==> src/rtl/dds_pkg.sv <==
// dds_pkg: shared types and width check for the DDS waveform generator
package dds_pkg;

    typedef enum logic [1:0] {
        MODE_ZERO = 2'd0,
        MODE_TRI  = 2'd1,
        MODE_SAW  = 2'd2,
        MODE_SQR  = 2'd3
    } mode_e;

    typedef enum logic {
        IDLE = 1'b0,
        PEND = 1'b1
    } state_e;

    // The triangle shaper needs OUT_W magnitude bits plus one half-period bit.
    function automatic bit widths_ok(input int phase_w, input int out_w);
        return phase_w >= out_w + 1;
    endfunction

endpackage

==> src/rtl/dds_wave_shaper.sv <==
// dds_wave_shaper: combinational phase-to-amplitude mapping for all modes
module dds_wave_shaper
    import dds_pkg::*;
#(
    parameter int PHASE_W = 32,
    parameter int OUT_W   = 16
) (
    input  logic [PHASE_W-1:0] p_i,
    input  mode_e              mode_i,
    input  logic [PHASE_W-1:0] duty_i,
    output logic [OUT_W-1:0]   wave_o
);

    logic [OUT_W:0] u;

    assign u = p_i[PHASE_W-1 -: OUT_W+1];

    // Triangle folds the second half-period; square compares the full phase.
    always_comb begin
        wave_o = (mode_i == MODE_TRI) ? (u[OUT_W] ? ~u[OUT_W-1:0] : u[OUT_W-1:0]) :
                 (mode_i == MODE_SAW) ? p_i[PHASE_W-1 -: OUT_W] :
                 (mode_i == MODE_SQR) ? {OUT_W{p_i < duty_i}} : '0;
    end

endmodule

==> src/rtl/dds_wave_gen.sv <==
// dds_wave_gen: phase-accumulator DDS with immediate or wrap-synchronous retune
module dds_wave_gen
    import dds_pkg::*;
#(
    parameter int PHASE_W = 32,
    parameter int OUT_W   = 16
) (
    input  logic               clk,
    input  logic               reset,
    input  logic               en,
    input  logic               sync,
    input  logic               cfg_valid,
    output logic               cfg_ready,
    input  logic [PHASE_W-1:0] cfg_step,
    input  logic [PHASE_W-1:0] cfg_phase,
    input  logic [PHASE_W-1:0] cfg_duty,
    input  logic [1:0]         cfg_mode,
    input  logic               cfg_on_wrap,
    output logic [OUT_W-1:0]   wave_out,
    output logic               wave_valid,
    output logic               wrap
);

    if (!widths_ok(PHASE_W, OUT_W)) begin : g_bad_widths
        $error("dds_wave_gen: PHASE_W must be at least OUT_W+1");
    end

    logic [PHASE_W-1:0] acc_q, acc_d, step_q, phase_q, duty_q, p_q;
    logic [PHASE_W-1:0] pstep_q, pphase_q, pduty_q;
    mode_e              mode_q, pmode_q;
    state_e             state_q, state_d;
    logic [PHASE_W:0]   sum;
    logic               carry, load_now, take_pend, apply_pend;
    logic               v1_q, valid_q, wrap_q;
    logic [OUT_W-1:0]   wave_q, shaped;

    assign sum   = {1'b0, acc_q} + {1'b0, step_q};
    assign carry = en & sum[PHASE_W];
    assign acc_d = sync ? '0 : en ? sum[PHASE_W-1:0] : acc_q;

    // Config handshake: immediate loads stay in IDLE, wrap loads park in PEND.
    always_comb begin
        state_d    = state_q;
        cfg_ready  = (state_q == IDLE);
        load_now   = 1'b0;
        take_pend  = 1'b0;
        apply_pend = 1'b0;
        if (state_q == IDLE && cfg_valid) begin
            load_now  = !cfg_on_wrap;
            take_pend = cfg_on_wrap;
            state_d   = cfg_on_wrap ? PEND : IDLE;
        end
        if (state_q == PEND && (sync || carry)) begin
            apply_pend = 1'b1;
            state_d    = IDLE;
        end
    end

    // FSM state register.
    always_ff @(posedge clk or posedge reset) begin
        if (reset) state_q <= IDLE;
        else       state_q <= state_d;
    end

    // Active and pending configuration registers.
    always_ff @(posedge clk or posedge reset) begin
        if (reset) begin
            step_q   <= '0;
            phase_q  <= '0;
            duty_q   <= '0;
            mode_q   <= MODE_ZERO;
            pstep_q  <= '0;
            pphase_q <= '0;
            pduty_q  <= '0;
            pmode_q  <= MODE_ZERO;
        end else begin
            if (load_now) begin
                step_q  <= cfg_step;
                phase_q <= cfg_phase;
                duty_q  <= cfg_duty;
                mode_q  <= mode_e'(cfg_mode);
            end else if (apply_pend) begin
                step_q  <= pstep_q;
                phase_q <= pphase_q;
                duty_q  <= pduty_q;
                mode_q  <= pmode_q;
            end
            if (take_pend) begin
                pstep_q  <= cfg_step;
                pphase_q <= cfg_phase;
                pduty_q  <= cfg_duty;
                pmode_q  <= mode_e'(cfg_mode);
            end
        end
    end

    dds_wave_shaper #(.PHASE_W(PHASE_W), .OUT_W(OUT_W)) u_shaper (
        .p_i    (p_q),
        .mode_i (mode_q),
        .duty_i (duty_q),
        .wave_o (shaped)
    );

    // Accumulator plus the two free-running pipeline stages; sync does not flush them.
    always_ff @(posedge clk or posedge reset) begin
        if (reset) begin
            acc_q   <= '0;
            wrap_q  <= 1'b0;
            p_q     <= '0;
            v1_q    <= 1'b0;
            wave_q  <= '0;
            valid_q <= 1'b0;
        end else begin
            acc_q   <= acc_d;
            wrap_q  <= carry & ~sync;
            p_q     <= acc_q + phase_q;
            v1_q    <= en;
            wave_q  <= shaped;
            valid_q <= v1_q;
        end
    end

    assign wave_out   = wave_q;
    assign wave_valid = valid_q;
    assign wrap       = wrap_q;

endmodule
==> config.mk <==
export PLATFORM = sky130hd
export DESIGN_NAME = dds_wave_gen
export DESIGN_NICKNAME = d
export VERILOG_FILES = /design/src/rtl/dds_pkg.sv /design/src/rtl/dds_wave_shaper.sv /design/src/rtl/dds_wave_gen.sv
export SDC_FILE = /design/constraint.sdc
export NUM_CORES = 1
export LEC_CHECK = 0
export CORE_ASPECT_RATIO = 1.1
export CORE_MARGIN = 1
export CORE_UTILIZATION = 55
export CTS_CLUSTER_DIAMETER = 50
export DETAILED_ROUTE_END_ITERATION = 6
export GPL_TIMING_DRIVEN = 0
export PLACE_DENSITY = 0.76
export SETUP_SLACK_MARGIN = 0.5
export SLEW_MARGIN = 20
export SYNTH_ARGS = -nofsm -noshare
export SYNTH_HDL_FRONTEND = slang
export SYNTH_HIERARCHICAL = 1
export SYNTH_SLANG_ARGS = --single-unit
==> constraint.sdc <==
create_clock -name clk -period 12.18 [get_ports clk]
set_clock_uncertainty 0.15 [all_clocks]
set_input_delay 1.827 -clock clk [delete_from_list [all_inputs] [get_ports clk]]
set_output_delay 1.827 -clock clk [all_outputs]
set_load 0.02 [all_outputs]
=== After elaboration in Yosys (flattened, before gate mapping) ===
Cells that the tools add are included.

* Word-level logic and storage cells: 53
* Bits of input ports: 104
* Output and inout port bits: 19
* Flip-flop bits (word level): 280

* $lt $le $gt $ge: 1
* Add/sub/neg operators: 2
* Equal/unequal tests: 3
* Reductions and logical operators: 7
* Multiplexer cells: 20
* Bitwise operators: 5

{| class="wikitable"
|+ Operators by type and width
! cell !! count
|-
| $mux 32 || 8
|-
| $mux 16 || 4
|-
| $add 32x32->33 || 1
|-
| $add 32x32->32 || 1
|-
| $lt 32x32->1 || 1
|-
| $not 16->16 || 1
|-
| $mux 1 || 6
|-
| $reduce_bool 2->1 || 3
|-
| $eq 2x2->1 const B || 2
|-
| $mux 2 || 2
|-
| $and 1x1->1 || 2
|-
| $eq 2x1->1 const B || 1
|-
| $logic_and 1x1->1 || 2
|-
| $not 1->1 || 2
|-
| $logic_not 1->1 || 1
|-
| $logic_or 1x1->1 || 1
|}

=== Longest topological paths before layout ===
Gate-level depths: netlist of the first run.

* Word-level depth: 7
* Depth in mapped cells: 12
* Depth with buffers taken out: 11

=== Modules after synthesis ===
Netlist of the first run, hierarchy kept.

{| class="wikitable"
|+ By module, submodules not included
! module !! instances !! cells an instance !! sequential area each (µm²) !! area an instance (µm²)
|-
| dds_wave_gen || 1 || 1273 || 7006.7 || 13975.9
|-
| dds_wave_shaper || 1 || 209 || 0.0 || 1502.7
|}

=== Worst setup path after synthesis of the first run ===
No wires, ideal clock.

* Path kind: input -> register
* From: in cfg_on_wrap
* To: reg duty_q[0]
* Data arrival time: 3.271 ns
* Path buffers: 3
* Cell stages on the path: 6
* Required time: 11.904 ns
* Library setup time: 0.126 ns
* Slack: 8.633 ns
* Cells stage by stage: nor3b_1 > clkbuf_1 > buf_2 > clkbuf_1 > mux2i_1 > a21oi_1

* Word-level cells in the longest chain between the ends: 3
* Elaborated cells between the ends (all ways): 4
* Those cells by class: mux (2); reduce/logical (2)

{| class="wikitable"
|+ Ends and longest elaborated chain
! item !! RTL line !! source
|-
| from (decl) || dds_wave_gen.sv:18 || <nowiki>input logic cfg_on_wrap,</nowiki>
|-
| $logic_not 1->1 * || dds_wave_gen.sv:49 || <nowiki>load_now = !cfg_on_wrap;</nowiki>
|-
| $mux 1 * || dds_wave_gen.sv:48 || <nowiki>if (state_q == IDLE && cfg_valid) begin</nowiki>
|-
| $mux 32 or $reduce_bool 2->1 (tied branches) || -- ||
|-
| to (signal assigned) || dds_wave_gen.sv:80 || <nowiki>duty_q <= cfg_duty;</nowiki>
|-
| to (signal assigned) || dds_wave_gen.sv:85 || <nowiki>duty_q <= pduty_q;</nowiki>
|-
| to (decl) || dds_wave_gen.sv:28 || <nowiki>logic [PHASE_W-1:0] acc_q, acc_d, step_q, phase_q, duty_q, p_q;</nowiki>
|}

Mark *: on every way between the ends. The rest lies on a longest branch, timed or not.
A chain may end at the register's enable or synchronous reset.

=== Worst setup path after layout of the first run ===
* From: in en
* To: reg duty_q[8]

* Word-level cells in the longest chain between the ends: 5

{| class="wikitable"
|+ Ends and longest elaborated chain
! item !! RTL line !! source
|-
| from (decl) || dds_wave_gen.sv:10 || <nowiki>input logic en,</nowiki>
|-
| $and 1x1->1 || dds_wave_gen.sv:38 || <nowiki>assign carry = en & sum[PHASE_W];</nowiki>
|-
| $logic_or 1x1->1 || dds_wave_gen.sv:53 || <nowiki>if (state_q == PEND && (sync || carry)) begin</nowiki>
|-
| $logic_and 1x1->1 || dds_wave_gen.sv:53 ||
|-
| $mux 1 || dds_wave_gen.sv:53 ||
|-
| $reduce_bool 2->1 (no line) || -- ||
|}

No other way between the ends.

==> impl_metrics.csv, run 1 <==
group,metric,value,unit
timing,fin_crit_sh,37.1,%
worst_hold_path,hold_start,"v1_q$_DFF_PP0_",
die,io-pin-count,123,
clocking,cts_made_buffers,34,
power_and_ir_drop,pwr-share-comb,49.9,%
power_and_ir_drop,clockPowerShare,19.2,%
outcome,status,"complete, no violations",
worst_setup_path,crit_chain,"clkdlybuf4s50_1 -> clkbuf_1 -> inv_1 -> clkbuf_1 -> nor2_1 -> o31ai_1 -> o21bai_2 -> clkbuf_1 -> buf_2 -> a21oi_1",
worst_setup_path,cpPeakStageDelay,0.60,ns
yosys,syn_area_per_cell,10.4,µm²
global_route,antenna_found_initial,0,
worst_setup_path,arrival,4.74,ns
timing,hold_viol,0,
power_and_ir_drop,p_sw,2080,µW
route,wl_per_cell,17.3,µm
clocking,cts_hold_buf,0,
yosys,yosys.cell_types.count,82,
worst_setup_path,worst_setup_path_end_kind,"flip-flop",
power_and_ir_drop,internal_power,3060,µW
placement,place.gp.congestion,0.927,
global_route,grt_overflow_total,0,
flow_run,max_cap_viol_count,0,
die,fp.dieW,162,µm
route,vias_per_cell,5.67,
timing,rsz0062_at_grt,"no",
placement,place_ws,7.16,ns
timing,whs,0.200,ns
clocking,cts_max_level,2,
die,die_h,178,µm
yosys,synth_edf_count,0,
placement,port_buffers,122,
worst_setup_path,slowest_stage,"clkbuf_1",
yosys,ys_seq_area_share,45.3,%
timing,fmax,221,MHz
die,start_util,55.9,%
timing,setup_viol,0,
global_route,grt_start_max_net_pins,111,
clocking,clock-sinks,280,
power_and_ir_drop,power.density,281,nW/µm²
worst_setup_path,crit_fanout,10,
global_route,grt_pass1_vias,11652,
yosys,ys.flop_type,"dfrtp_1",
global_route,grt_use_total,25.2,%
worst_setup_path,path_class,"input pin to flip-flop",
layout,diodes,0,
global_route,grt_pass1_wl,57700,µm
route,remaining_drc_errors,0,
die,placementRows,64,
layout,num-nets-final,1842,
power_and_ir_drop,ir_drop,0.000139,V
clocking,root_buffer,"clkbuf_16",
placement,post-dp-hpwl,26300,µm
yosys,synth_top_area_share,45.3,%
clocking,clk_latency,0.52,ns
worst_setup_path,crit_path_frequent_cell,"clkbuf_1",
yosys,synth_cells,1482,
clocking,postCtsSetupBuffers,0,
route,postRouteAntennaNets,0,
worst_setup_path,crit_required,12.41,ns
route,drt-total-wl,35000,µm
worst_setup_path,crit_path_start_kind,"input pin",
yosys,synthTopCellsByArea,"dfrtp_1 45%, ha_1 7.6%, mux2_2 7.2%",
timing,slew_headroom,37.0,%
timing,setup_slack,7.66,ns
clocking,cts_resized,0,
timing,tightest_slew,0.945,ns
yosys,synth_area,15500,µm²
power_and_ir_drop,p_leak,0.00801,µW
yosys,ys_warn_count,6,
power_and_ir_drop,pwr-share-seq,30.8,%
yosys,yosysTopAreaCell,"dfrtp_1",
worst_hold_path,hold_class,"flip-flop to flip-flop",
route,vias,11482,
route,first_pass_iters,6,
clocking,cts_tree,"built",
worst_setup_path,crit_start,"en",
timing,period_needed,4.52,ns
power_and_ir_drop,switching_share,40.4,%
clocking,clock_path_buffers,3,
yosys,synthTopCellsByCount,"280 x dfrtp_1, 187 x a21oi_1, 154 x nor2_1",
route,dr.first_iter.drc_count,754,
yosys,synthesis.nets,1682,
layout,drive_above_1_share,13.4,%
die,die_area,28800,µm²
yosys,async_flop_share,100,%
timing,slew_viol_final,0,
layout,syn_to_final_growth,18.5,%
yosys,yosysMostFrequentCell,"dfrtp_1",
clocking,cts.clk_slew.worst_paths,0.06,ns
die,core,27700,µm²
power_and_ir_drop,total_power,5140,µW
yosys,ys_seq_elements,280,
worst_setup_path,reg2reg_from,"acc_q[15]$_DFFE_PP0P_",
[registers in the layout (all words and copies together) (netlist names), 2 cells and up]
| signal | cells |
|---|---|
| acc_q | 32 |
| duty_q | 32 |
| mode_q | 2 |
| p_q | 32 |
| pduty_q | 32 |
| phase_q | 32 |
| pmode_q | 2 |
| pphase_q | 32 |
| pstep_q | 32 |
| step_q | 32 |
| wave_out | 16 |
[cell families (layout without fill, tap and decap cells)]
kind of cell,Yosys count,in the layout,share of synthesized area [%]
flops,280,280,45.3
buf+inv,125,306,3.56
compound gates,377,377,15.3
mux,209,209,14.3
xor+xnor,62,62,3.51
simple gates,333,333,10.2
fa+ha+maj,96,96,7.86
[power groups by stage]
| stage | combinational, µW | sequential [µW] | clock [µW] |
|---|---|---|---|
| 3_5_place_dp | 2540 | 1600 | 0 |
| 3_3_place_gp | 2470 | 1580 | 0 |
| 6_report | 2570 | 1590 | 988 |
| 4_1_cts | 2560 | 1590 | 1010 |
| 2_1_floorplan | 1960 | 1550 | 0 |
| 5_1_grt | 2880 | 1630 | 1050 |
[routing by layer]
metal	share of wire, %	vias up	track usage [%]
met5	0	-	0
met4	3.1	0	9.20
met3	4.3	74	3.41
met2	48	299	42.5
met1	45	5438	33.1
li1	-	5671	-
[worst paths after layout]
path	end	slack, ns	cells after the start
worst max-delay path	duty_q[8]$_DFFE_PP0P_	7.66	10
worst min-delay path	wave_valid$_DFF_PP0_	0.20	0
worst max register to register	duty_q[8]$_DFFE_PP0P_	8.32	11
worst min register to register	wave_valid$_DFF_PP0_	0.20	0
max in group asynchronous	p_q[9]$_DFF_PP0_	8.93	4
min in group asynchronous	pstep_q[2]$_DFFE_PP0P_	1.59	2
[cell usage in the layout, fill, tap and decap left out, drive strengths merged, types with 6 or more instances in the layout]
cell type,instances
ha,94
inv,53
o31ai,7
clkbuf,84
buf,36
nand3,23
nand2b,9
xor2,26
o211ai,6
nand2,67
clkinv,7
a22oi,16
a211oi,11
dfrtp,280
nor2,154
o21bai,9
o21a,6
mux2i,110
o21ai,45
a21o,20
clkdlybuf4s50,122
nor2b,15
mux2,99
a21oi,208
a22o,6
nand4,17
or3,9
nor3,8
xnor2,36
[per-stage QoR]
stage | instances | utilization [%] | TNS [ns] | area [µm²]
after floorplan | 1482 | - | 0 | 15500
after global placement | 1967 | 61.9 | -155.99 | 17200
after detailed placement | 1969 | 62.1 | 0 | 17200
after CTS | 2026 | 66.2 | 0 | 18300
after global routing | 2026 | 66.2 | 0 | 18300
final | 2026 | 66.2 | 0 | 18300
[worst max-delay path: cells and delay by family]
| family | cells | cell delay (ns) |
|---|---|---|
| and+or+nand+nor | 1 | 0.15 |
| buffers and inverters | 6 | 2.17 |
| AOI/OAI and AO/OA | 3 | 0.59 |
[cell type report]
type	instances	area (µm²)
Inverter	50	195
Fill cell	2234	9370
Clock buffer	43	955
Buffer	75	364
Tap cell	363	454
Clock inverter	14	165
Timing Repair Buffer	124	1280
Sequential cell	280	7010
Multi-Input combinational cell	1077	7920
(Power assumes the default switching activity.)
==> inputs of run 2 (changes only) <==
==> constraint.sdc (replaced) <==
create_clock -name clk -period 4.5 [get_ports clk]
set_clock_uncertainty 0.15 [all_clocks]
set_input_delay 0.675 -clock clk [delete_from_list [all_inputs] [get_ports clk]]
set_output_delay 0.675 -clock clk [all_outputs]
set_load 0.02 [all_outputs]
==> run 2 against run 1 <==
- sequential share of layout area is 0.073 points lower
- non-clock buffer count is 6 higher
- worst hold slack gained 0.0033 ns
- sequential cell count is the same
- die area did not move
- setup slack worse by 6.9 ns
- routed wire length grew 1.8%
- register-to-register slack lost 7.5 ns
- first-iteration DRC count grew 14%
- final area grew 0.19%
- critical path depth grew 2
- critical path type is now flip-flop to flip-flop
- largest cell class unchanged
==> impl_metrics.csv, run 2 (synthesis results as in run 1) <==
group,metric,value,unit
power_and_ir_drop,switching_share,40.7,%
route,vias,11610,
layout,syn_to_final_growth,18.7,%
global_route,grt_start_max_net_pins,37,
route,dr.first_iter.drc_count,860,
worst_setup_path,crit_fanout,10,
route,remaining_drc_errors,0,
worst_setup_path,path_class,"flip-flop to flip-flop",
clocking,cts_tree,"built",
power_and_ir_drop,power.density,754,nW/µm²
clocking,clock_path_buffers,3,
worst_setup_path,cpPeakStageDelay,0.44,ns
layout,num-nets-final,1845,
clocking,root_buffer,"clkbuf_16",
die,die_h,178,µm
die,start_util,55.9,%
layout,drive_above_1_share,13.7,%
clocking,cts.clk_slew.worst_paths,0.06,ns
power_and_ir_drop,total_power,13900,µW
power_and_ir_drop,p_leak,0.00804,µW
clocking,cts_max_level,1,
timing,hold_viol,0,
global_route,antenna_found_initial,0,
flow_run,max_cap_viol_count,0,
timing,tightest_slew,1.01,ns
worst_setup_path,crit_required,4.84,ns
timing,setup_viol,0,
power_and_ir_drop,pwr-share-seq,31.0,%
power_and_ir_drop,internal_power,8220,µW
timing,fin_crit_sh,82.5,%
worst_setup_path,crit_chain,"ha_1 -> clkbuf_1 -> nand2_1 -> nor3_1 -> nand3_1 -> a21oi_1 -> nor4_2 -> o21bai_2 -> buf_2 -> buf_2 -> nor2_1 -> a21oi_1",
die,io-pin-count,123,
worst_setup_path,crit_path_start_kind,"flip-flop",
worst_setup_path,slowest_stage,"dfrtp_1",
worst_setup_path,critPathTopFamily,"buffers and inverters",
layout,fin_cells,2032,
layout,final_common_cell,"dfrtp_1",
worst_setup_path,arrival,4.05,ns
clocking,clk_latency,0.57,ns
power_and_ir_drop,pwr-share-comb,50.4,%
power_and_ir_drop,ir_drop,0.000415,V
route,postRouteAntennaNets,0,
route,drt-total-wl,35600,µm
global_route,grt_use_total,25.5,%
power_and_ir_drop,clockPowerShare,18.5,%
route,first_pass_iters,5,
global_route,grt_overflow_total,0,
timing,fmax,269,MHz
layout,layout_common_cells,"280 x dfrtp_1, 187 x a21oi_1, 154 x nor2_1, 122 x clkdlybuf4s50_1, 110 x mux2i_1",
global_route,grt_pass1_vias,11723,
route,wl_per_cell,17.5,µm
timing,slew_viol_final,0,
global_route,grt_pass1_wl,58600,µm
timing,period_needed,3.71,ns
placement,post-dp-hpwl,27100,µm
timing,rsz0062_at_grt,"no",
worst_setup_path,worst_setup_path_end_kind,"flip-flop",
timing,fin_setup_tns,0,ns
die,core,27700,µm²
power_and_ir_drop,p_sw,5640,µW
worst_setup_path,path_buf_inv,3,
placement,port_buffers,122,
timing,slew_headroom,33.0,%
die,placementRows,64,
placement,place.gp.congestion,0.918,
die,die_area,28800,µm²
outcome,status,"complete, no violations",
layout,diodes,0,
die,fp.dieW,162,µm
worst_hold_path,hold_class,"flip-flop to flip-flop",
clocking,clock-sinks,280,
route,vias_per_cell,5.71,
placement,dp_cells,1975,
clocking,cts_made_buffers,31,
-- run 2: power groups by stage --
stage	Clock, µW	Sequential [µW]	Combinational (µW)
CTS	2630	4300	6960
detailed placement	0	4330	6900
floorplan	0	4180	5310
global placement	0	4290	6700
global route	2730	4420	7810
finish	2570	4300	6990
-- run 2: worst register-to-register path, stage by stage (launching register included) --
cell	delay [ns]
dfrtp_1	0.44
ha_1	0.30
clkbuf_1	0.29
nand2_1	0.17
nor3_1	0.26
nand3_1	0.20
a21oi_1	0.37
nor4_2	0.11
o21bai_2	0.43
buf_2	0.37
buf_2	0.33
nor2_1	0.09
a21oi_1	0.13
-- run 2: final timing paths --
kind | startpoint | end | slack, ns | cells past startpoint
max | acc_q[15]$_DFFE_PP0P_ | phase_q[0]$_DFFE_PP0P_ | 0.79 | 12
min | v1_q$_DFF_PP0_ | wave_valid$_DFF_PP0_ | 0.20 | 0
max reg2reg | acc_q[15]$_DFFE_PP0P_ | phase_q[0]$_DFFE_PP0P_ | 0.79 | 12
min reg2reg | v1_q$_DFF_PP0_ | wave_valid$_DFF_PP0_ | 0.20 | 0
max in group asynchronous | reset | step_q[27]$_DFFE_PP0P_ | 2.49 | 6
min in group asynchronous | reset | pduty_q[6]$_DFFE_PP0P_ | 0.40 | 2
-- run 2: final cells by class --
cell class / instances / area (µm²)
Inverter: 50 / 191
Tap cell: 363 / 454
Clock inverter: 16 / 179
Clock buffer: 41 / 873
Buffer: 75 / 365
Timing Repair Buffer: 130 / 1380
Fill cell: 2210 / 9340
Sequential cell: 280 / 7010
Multi-Input combinational cell: 1077 / 7920
-- run 2: repair_timing --
action	CTS	global route
buffers inserted	0	0
setup endpoints to repair	0	40
hold buffers	0	0
gates resized for setup	0	2
-- run 2: metal layers --
layer / GRT usage, % / vias up / share of wire (%)
li1: - / 5651 / -
met3: 2.64 / 72 / 4.0
met4: 9.43 / 0 / 3.1
met1: 33.5 / 5603 / 45
met5: 0 / - / 0
met2: 43.8 / 284 / 48
-- run 2: metrics by stage --
step	utilization (%)	cell area [µm²]	setup WS, ns	hold WS (ns)
after floorplan	-	15500	-0.0323	0.181
after global placement	61.9	17200	-1.86	0.185
after detailed placement	62.5	17300	0.555	0.194
after CTS	66.3	18400	0.639	0.207
after global routing	66.3	18400	0.634	0.216
final	66.3	18400	0.789	0.203
